`src/rtl/bpf_pkg.sv`:
```
// Shared state encoding and calibration-length helper for the BPF calibration sequencer.
package bpf_pkg;

   typedef enum logic [2:0] {
      ST_OFF,
      ST_IDLE,
      ST_WAIT,
      ST_CAL,
      ST_READY
   } ch_state_e;

   // A zero length falls back to the default (or to a single cycle) so calibration always ends.
   function automatic logic [31:0] eff_len(input logic [31:0] cyc,
                                           input logic        use_def,
                                           input logic [31:0] def_len);
      logic [31:0] len;
      if (cyc != 32'd0)
         len = cyc;
      else if (use_def)
         len = def_len;
      else
         len = 32'd1;
      return len;
   endfunction

endpackage

```
`src/rtl/bpf_ch_fsm.sv`:
```
// One filter channel: power-up/calibration FSM, calibration counter and CAL edge detector.
// With BPF_SERIAL_CAL_EN defined, requests park in WAIT until the top-level arbiter grants them.
module bpf_ch_fsm
   import bpf_pkg::*;
#(
   parameter int CNT_W       = 16,
   parameter int CAL_CYC_DEF = 10000
) (
   input  logic             clk_i,
   input  logic             rstn_i,
   input  logic             pu_i,
   input  logic             cal_i,
   input  logic [CNT_W-1:0] cal_cyc_i,
   input  logic             use_def_i,
   input  logic             grant_i,
   output logic             rdy_o,
   output logic             cal_busy_o,
   output logic             done_o
`ifdef BPF_SERIAL_CAL_EN
   ,
   output logic             in_cal_o,
   output logic             wait_o
`endif
);

   ch_state_e        state_q, state_d;
   logic [CNT_W-1:0] cnt_q, cnt_d;
   logic             cal_q;
   logic             done_q, done_d;
   logic [CNT_W-1:0] len;

   assign len = CNT_W'(eff_len(32'(cal_cyc_i), use_def_i, 32'(CAL_CYC_DEF)));

   always_ff @(posedge clk_i) begin
      if (!rstn_i) begin
         state_q <= ST_OFF;
         cnt_q   <= '0;
         cal_q   <= 1'b0;
         done_q  <= 1'b0;
      end else begin
         state_q <= state_d;
         cnt_q   <= cnt_d;
         cal_q   <= cal_i;
         done_q  <= done_d;
      end
   end

   always_comb begin
      state_d = state_q;
      cnt_d   = cnt_q;
      if (!pu_i) begin
         state_d = ST_OFF;
         cnt_d   = '0;
      end else begin
         case (state_q)
            ST_OFF: state_d = ST_IDLE;
            // IDLE reacts to the CAL level, READY only to a fresh rising edge.
            ST_IDLE, ST_READY: begin
               if ((state_q == ST_IDLE) ? cal_i : (cal_i && !cal_q)) begin
`ifdef BPF_SERIAL_CAL_EN
                  state_d = ST_WAIT;
`else
                  if (grant_i) begin
                     state_d = ST_CAL;
                     cnt_d   = len;
                  end
`endif
               end
            end
`ifdef BPF_SERIAL_CAL_EN
            ST_WAIT: begin
               if (grant_i) begin
                  state_d = ST_CAL;
                  cnt_d   = len;
               end
            end
`endif
            ST_CAL: begin
               if (cnt_q <= CNT_W'(1))
                  state_d = ST_READY;
               else
                  cnt_d = cnt_q - CNT_W'(1);
            end
            default: state_d = ST_OFF;
         endcase
      end
      done_d = (state_d == ST_READY) && (state_q != ST_READY);
   end

   // RDY is gated by the live PU so it drops in the same cycle power is removed.
   always_comb begin
      rdy_o      = (state_q == ST_READY) && pu_i;
      cal_busy_o = (state_q == ST_WAIT) || (state_q == ST_CAL);
      done_o     = done_q;
`ifdef BPF_SERIAL_CAL_EN
      in_cal_o   = (state_q == ST_CAL);
      wait_o     = (state_q == ST_WAIT);
`endif
   end

endmodule

```
`src/rtl/bpf_cal_ctrl.sv`:
```
// Multi-channel BPF power-up/calibration sequencer with aggregate ready flag.
// Optional BPF_SERIAL_CAL_EN serialises calibration through a lowest-index-first arbiter.
module bpf_cal_ctrl
   import bpf_pkg::*;
#(
   parameter int N_CH        = 4,
   parameter int CNT_W       = 16,
   parameter int CAL_CYC_DEF = 10000
) (
   input  logic             clk_i,
   input  logic             rstn_i,
   input  logic [N_CH-1:0]  pu_i,
   input  logic [N_CH-1:0]  cal_i,
   input  logic [CNT_W-1:0] cal_cyc_i,
   input  logic             use_def_i,
   output logic [N_CH-1:0]  rdy_o,
   output logic [N_CH-1:0]  cal_busy_o,
   output logic [N_CH-1:0]  done_o,
   output logic             all_rdy_o
);

   logic [N_CH-1:0] grant;

`ifdef BPF_SERIAL_CAL_EN
   logic [N_CH-1:0] in_cal;
   logic [N_CH-1:0] waiting;

   // Grants are issued only once no channel is in CAL, so each handoff costs one
   // extra cycle: serial channels of length C finish C+1 cycles apart.
   always_comb begin
      grant = '0;
      if (in_cal == '0) begin
         for (int i = N_CH - 1; i >= 0; i--) begin
            if (waiting[i]) begin
               grant    = '0;
               grant[i] = 1'b1;
            end
         end
      end
   end
`else
   assign grant = '1;
`endif

   for (genvar g = 0; g < N_CH; g++) begin : g_ch
      bpf_ch_fsm #(
         .CNT_W      (CNT_W),
         .CAL_CYC_DEF(CAL_CYC_DEF)
      ) u_ch (
         .clk_i     (clk_i),
         .rstn_i    (rstn_i),
         .pu_i      (pu_i[g]),
         .cal_i     (cal_i[g]),
         .cal_cyc_i (cal_cyc_i),
         .use_def_i (use_def_i),
         .grant_i   (grant[g]),
         .rdy_o     (rdy_o[g]),
         .cal_busy_o(cal_busy_o[g]),
         .done_o    (done_o[g])
`ifdef BPF_SERIAL_CAL_EN
         ,
         .in_cal_o  (in_cal[g]),
         .wait_o    (waiting[g])
`endif
      );
   end

   assign all_rdy_o = (|pu_i) && ((rdy_o | ~pu_i) == '1);

endmodule

```
`config.mk`:
```
export PLATFORM = sky130hd
export DESIGN_NAME = bpf_cal_ctrl
export DESIGN_NICKNAME = d
export VERILOG_FILES = /design/src/rtl/bpf_pkg.sv /design/src/rtl/bpf_ch_fsm.sv /design/src/rtl/bpf_cal_ctrl.sv
export SDC_FILE = /design/constraint.sdc
export NUM_CORES = 1
export LEC_CHECK = 0
export ABC_AREA = 1
export CAP_MARGIN = 20
export CORE_MARGIN = 5
export CORE_UTILIZATION = 29
export CTS_BUF_LIST = sky130_fd_sc_hd__clkbuf_4 sky130_fd_sc_hd__clkbuf_8 sky130_fd_sc_hd__clkbuf_16
export DETAILED_ROUTE_END_ITERATION = 10
export HOLD_SLACK_MARGIN = 0.05
export PLACE_DENSITY = 0.5
export SLEW_MARGIN = 20
export SYNTH_ARGS = -nofsm -noshare
export SYNTH_HDL_FRONTEND = slang
export SYNTH_SLANG_ARGS = --single-unit
```
`constraint.sdc`:
```
create_clock -name clk_i -period 1.61 [get_ports clk_i]
set_input_delay 0.322 -clock clk_i [delete_from_list [all_inputs] [get_ports clk_i]]
set_output_delay 0.322 -clock clk_i [all_outputs]
set_load 0.05 [all_outputs]
```
==> run_results.csv <==
group,metric,value,unit
detailed_routing,vias,6649,
status,status,"finished, violations left",
logic_synthesis,ys_seq_elements,84,
timing,postLayoutSetupSlackWorst,-0.225,ns
placement,port_buffers,39,
setup_path,worstSetupStartpointType,"input port",
status,failed_checks,"setup timing",
setup_path,timing.critical_path.to_type,"output pin",
logic_synthesis,yosys.cell_types.count,33,
timing,maxSlewHeadroom,75.6,%
cells_and_area,drive_above_1_share,26.3,%
placement,detailedPlace.worstSlack,-0.368,ns
logic_synthesis,number_of_enable_flip_flop_cells_after_synthesis,0,
logic_synthesis,post_synth_instance_area,5700,um2
setup_path,worstPathMaxFanout,2,
floorplanning,fp.dieArea,22500,um2
logic_synthesis,synth.avg_cell_area,5.78,um2
setup_path,worst-setup-path-type,"in2out",
grt,global_route_wire_length_before_repair,32.5,mm
detailed_routing,firstDrtPassIters,4,
setup_path,crit_path_start,"pu_i[3]",
floorplanning,die_width,150,um
timing,worst_hold_slack,0.394,ns
cells_and_area,fin_area,8390,um2
logic_synthesis,ys.warnings.count,0,
timing,max_clock_freq,0.545,GHz
setup_path,worst_r2r_path_depth,11,
floorplanning,fp.dieH,150,um
detailed_routing,routed_wirelength,20.5,mm
logic_synthesis,synth_cells,985,
timing,min_period,1.84,ns
timing,final_max_slew_viol_count,0,
placement,dpl-instance-area,7530,um2
logic_synthesis,synth_largest_type_area_fraction,29.5,%
cts,tritoncts,"done",
timing,final.setup_skew,0.00867,ns
timing,setup-tns-final,-0.355,ns
cts,cts.reportedPaths.clkPinSlew,0.06,ns
placement,place_congestion,0.869,
timing,timing.final.crit_share,114,%
cts,cts_max_path_buffers,2,
grt,global_route.usage.total,18.4,%
grt,number_of_global_route_vias_before_repair,6249,
timing,setup_repair_after_global_routing_missed_its_margin,"true",
logic_synthesis,synthesized_netlist_net_count,1020,
cts,worst_skew_pair.late_latency,0.36,ns
cells_and_area,multi_input_comb_area,3750,um2
detailed_routing,routedWlPerCell,14.2,um
worst_hold_path,min_path_type,"in2reg",
floorplanning,pin_count,40,
cts,hold_bufs_inserted_after_cts,0,
floorplanning,num_rows,51,
power_and_ir_drop,power.static_leakage,4.21,nW
cells_and_area,area.growth.synth_to_final,47.3,%
cells_and_area,layout.area.seq,1690,um2
cts,htreeDepth,3,
grt,antenna_violations_before_repair,0,
detailed_routing,vias_per_cell,4.62,
worst_hold_path,worstHoldEndpoint,"g_ch[0].u_ch.state_q[0]",
setup_path,regToRegEndpoint,"g_ch[3].u_ch.cnt_q[4]",
cts,clock_sink_count,84,
logic_synthesis,post_synth_main_area_contributors,"sky130_fd_sc_hd__dfxtp_1, sky130_fd_sc_hd__nand2_1, sky130_fd_sc_hd__nor2_1",
flow_run,cap_viol_max_count,0,
placement,detailed_place_hpwl,15.4,mm
setup_path,worst_ep_arrival_time,1.51,ns
power_and_ir_drop,design_power_total,0.00573,W
setup_path,crit-reg2reg-launch,"g_ch[3].u_ch.state_q[0]",
logic_synthesis,synth-main-ff-cell,"sky130_fd_sc_hd__dfxtp_1",
grt,maximum_number_of_pins_on_one_net_before_global_route_repair,19,
power_and_ir_drop,vdd.ir_drop.worst,0.000528,V
cells_and_area,filler_cells_inserted,2097,
detailed_routing,detailedRoute.firstIterationViolations,392,
setup_path,timing.reg2reg.setup_slack,0.02,ns
floorplanning,coreArea,19400,um2
timing,worst-slew-pin-transition,0.363,ns
timing,count_of_final_hold_check_violations,0,
worst_hold_path,hold_crit_depth,4,
cells_and_area,final_net_count,1204,
logic_synthesis,synth_seq_area_share,29.5,%
grt,globalRoute.totalOverflow,0,
logic_synthesis,synth_top_area_cell,"sky130_fd_sc_hd__dfxtp_1",
setup_path,worst_ep_required_time,1.29,ns
detailed_routing,antenna_violating_nets_post_route,0,
cts,root_buffer,"sky130_fd_sc_hd__clkbuf_16",
detailed_routing,post-route-drc-count,0,
logic_synthesis,async_flop_share,0,%
floorplanning,start_util,29.4,%
worst_hold_path,min_from,"pu_i[0]",
power_and_ir_drop,powerDensity,683,nW/um2
timing,setup-violations-final,2,
cts,cts_bufs_inserted,9,
cells_and_area,antenna_cells_inserted,0,
## Yosys cell counts, types with 2 or more instances
cell type / count
sky130_fd_sc_hd__o21ai_0: 52
sky130_fd_sc_hd__clkbuf_1: 4
sky130_fd_sc_hd__nor2_2: 5
sky130_fd_sc_hd__xor2_1: 7
sky130_fd_sc_hd__o21a_1: 2
sky130_fd_sc_hd__a31oi_1: 2
sky130_fd_sc_hd__inv_1: 102
sky130_fd_sc_hd__nor2_1: 185
sky130_fd_sc_hd__a21oi_1: 57
sky130_fd_sc_hd__dfxtp_1: 84
sky130_fd_sc_hd__ha_1: 8
sky130_fd_sc_hd__buf_2: 9
sky130_fd_sc_hd__xnor2_1: 3
sky130_fd_sc_hd__nand3b_1: 8
sky130_fd_sc_hd__nand2_1: 287
sky130_fd_sc_hd__nand3_2: 2
sky130_fd_sc_hd__nand2_4: 2
sky130_fd_sc_hd__nor3_1: 6
sky130_fd_sc_hd__inv_2: 8
sky130_fd_sc_hd__o21ai_1: 21
sky130_fd_sc_hd__o22ai_1: 2
sky130_fd_sc_hd__buf_4: 16
sky130_fd_sc_hd__nand3_1: 94
sky130_fd_sc_hd__nand2_2: 7
sky130_fd_sc_hd__nand4_1: 4
## layout by cell type (no fill, tap or decap), drive strengths merged
master / netlist / routed
nand2: 296 / 296
nor2: 191 / 191
buf: 27 / 178
inv: 110 / 111
nand3: 96 / 96
dfxtp: 84 / 84
o21ai: 73 / 73
a21oi: 57 / 57
clkdlybuf4s50: 0 / 19
clkbuf: 4 / 10
nand3b: 8 / 8
ha: 8 / 8
xor2: 7 / 7
dlymetal6s2s: 0 / 7
nor3: 7 / 7
nand4: 4 / 4
xnor2: 3 / 3
o21a: 2 / 2
o22ai: 2 / 2
bufinv: 0 / 2
clkinvlp: 0 / 2
a31oi: 2 / 2
clkinv: 1 / 2
o31ai: 1 / 1
o221ai: 1 / 1
and2: 1 / 1
## state kept, by name (all words and copies together), names as in the netlist
register,flops
g_ch.u_ch.cnt_q,64
g_ch.u_ch.cal_q,4
g_ch.u_ch.done_o,4
g_ch.u_ch.state_q,12
## metal layers
layer	share of wire, %	vias to the layer above	GRT usage (%)
met5	0	-	0
met4	1.5	0	4.67
met3	3.6	18	3.28
met2	47	106	30.1
met1	48	3038	25.1
li1	-	3487	-
## where the power goes
group          internal, W  leakage, nW  total, W  switching, W
clock network      0.00138        0.152   0.00233      0.000949
registers          0.00212        0.684   0.00215     0.0000338
logic             0.000549         3.37   0.00125      0.000697
## worst max path at each step
| stage | end | slack, ns | depth (start not counted) |
|---|---|---|---|
| 2_1_floorplan | all_rdy_o | 0.06 | 5 |
| 3_3_place_gp | g_ch[2].u_ch.cnt_q[9] | -0.33 | 11 |
| 3_5_place_dp | g_ch[2].u_ch.cnt_q[4] | -0.37 | 9 |
| 4_1_cts | all_rdy_o | -0.29 | 7 |
| 5_1_grt | all_rdy_o | -0.30 | 6 |
| 6_report | all_rdy_o | -0.23 | 6 |
## worst max-delay path, cell delays in order
cell,delay [ns]
sky130_fd_sc_hd__clkdlybuf4s50_1,0.50
sky130_fd_sc_hd__inv_1,0.08
sky130_fd_sc_hd__nor2_4,0.17
sky130_fd_sc_hd__o221ai_2,0.12
sky130_fd_sc_hd__a21oi_2,0.17
sky130_fd_sc_hd__buf_12,0.16
## cells by family (layout without fill, tap and decap cells)
kind of cell	after synthesis	count (layout)	share of synthesized area, %
AOI/OAI and AO/OA	138	138	12.4
xor gates and xnor gates	10	10	1.54
adders and majority gates	8	8	1.76
buffers and inverters	142	331	10.8
DFF	84	84	29.5
and+or+nand+nor	603	603	43.9
## stage by stage
step	util, %	std cells
2_1_floorplan	-	985
3_5_place_dp	38.8	1413
4_1_cts	41.2	1434
6_report	43.3	1439
3_3_place_gp	38.8	1413
5_1_grt	43.3	1439
## cell type report
class                           instances  area share [%]
Clock buffer                           10            2.77
Clock inverter                          6            1.06
Inverter                              111            5.14
Multi-Input combinational cell        759            44.7
Sequential cell                        84            20.2
Tap cell                              265            3.95
Timing Repair Buffer                  204            22.2
## timing repair
action	in CTS	in global routing
gates cloned	1	1
gates resized for setup	28	128
setup endpoints to repair	35	75
pin swaps	8	33
buffers inserted	4	5
(Power assumes the default switching activity.)
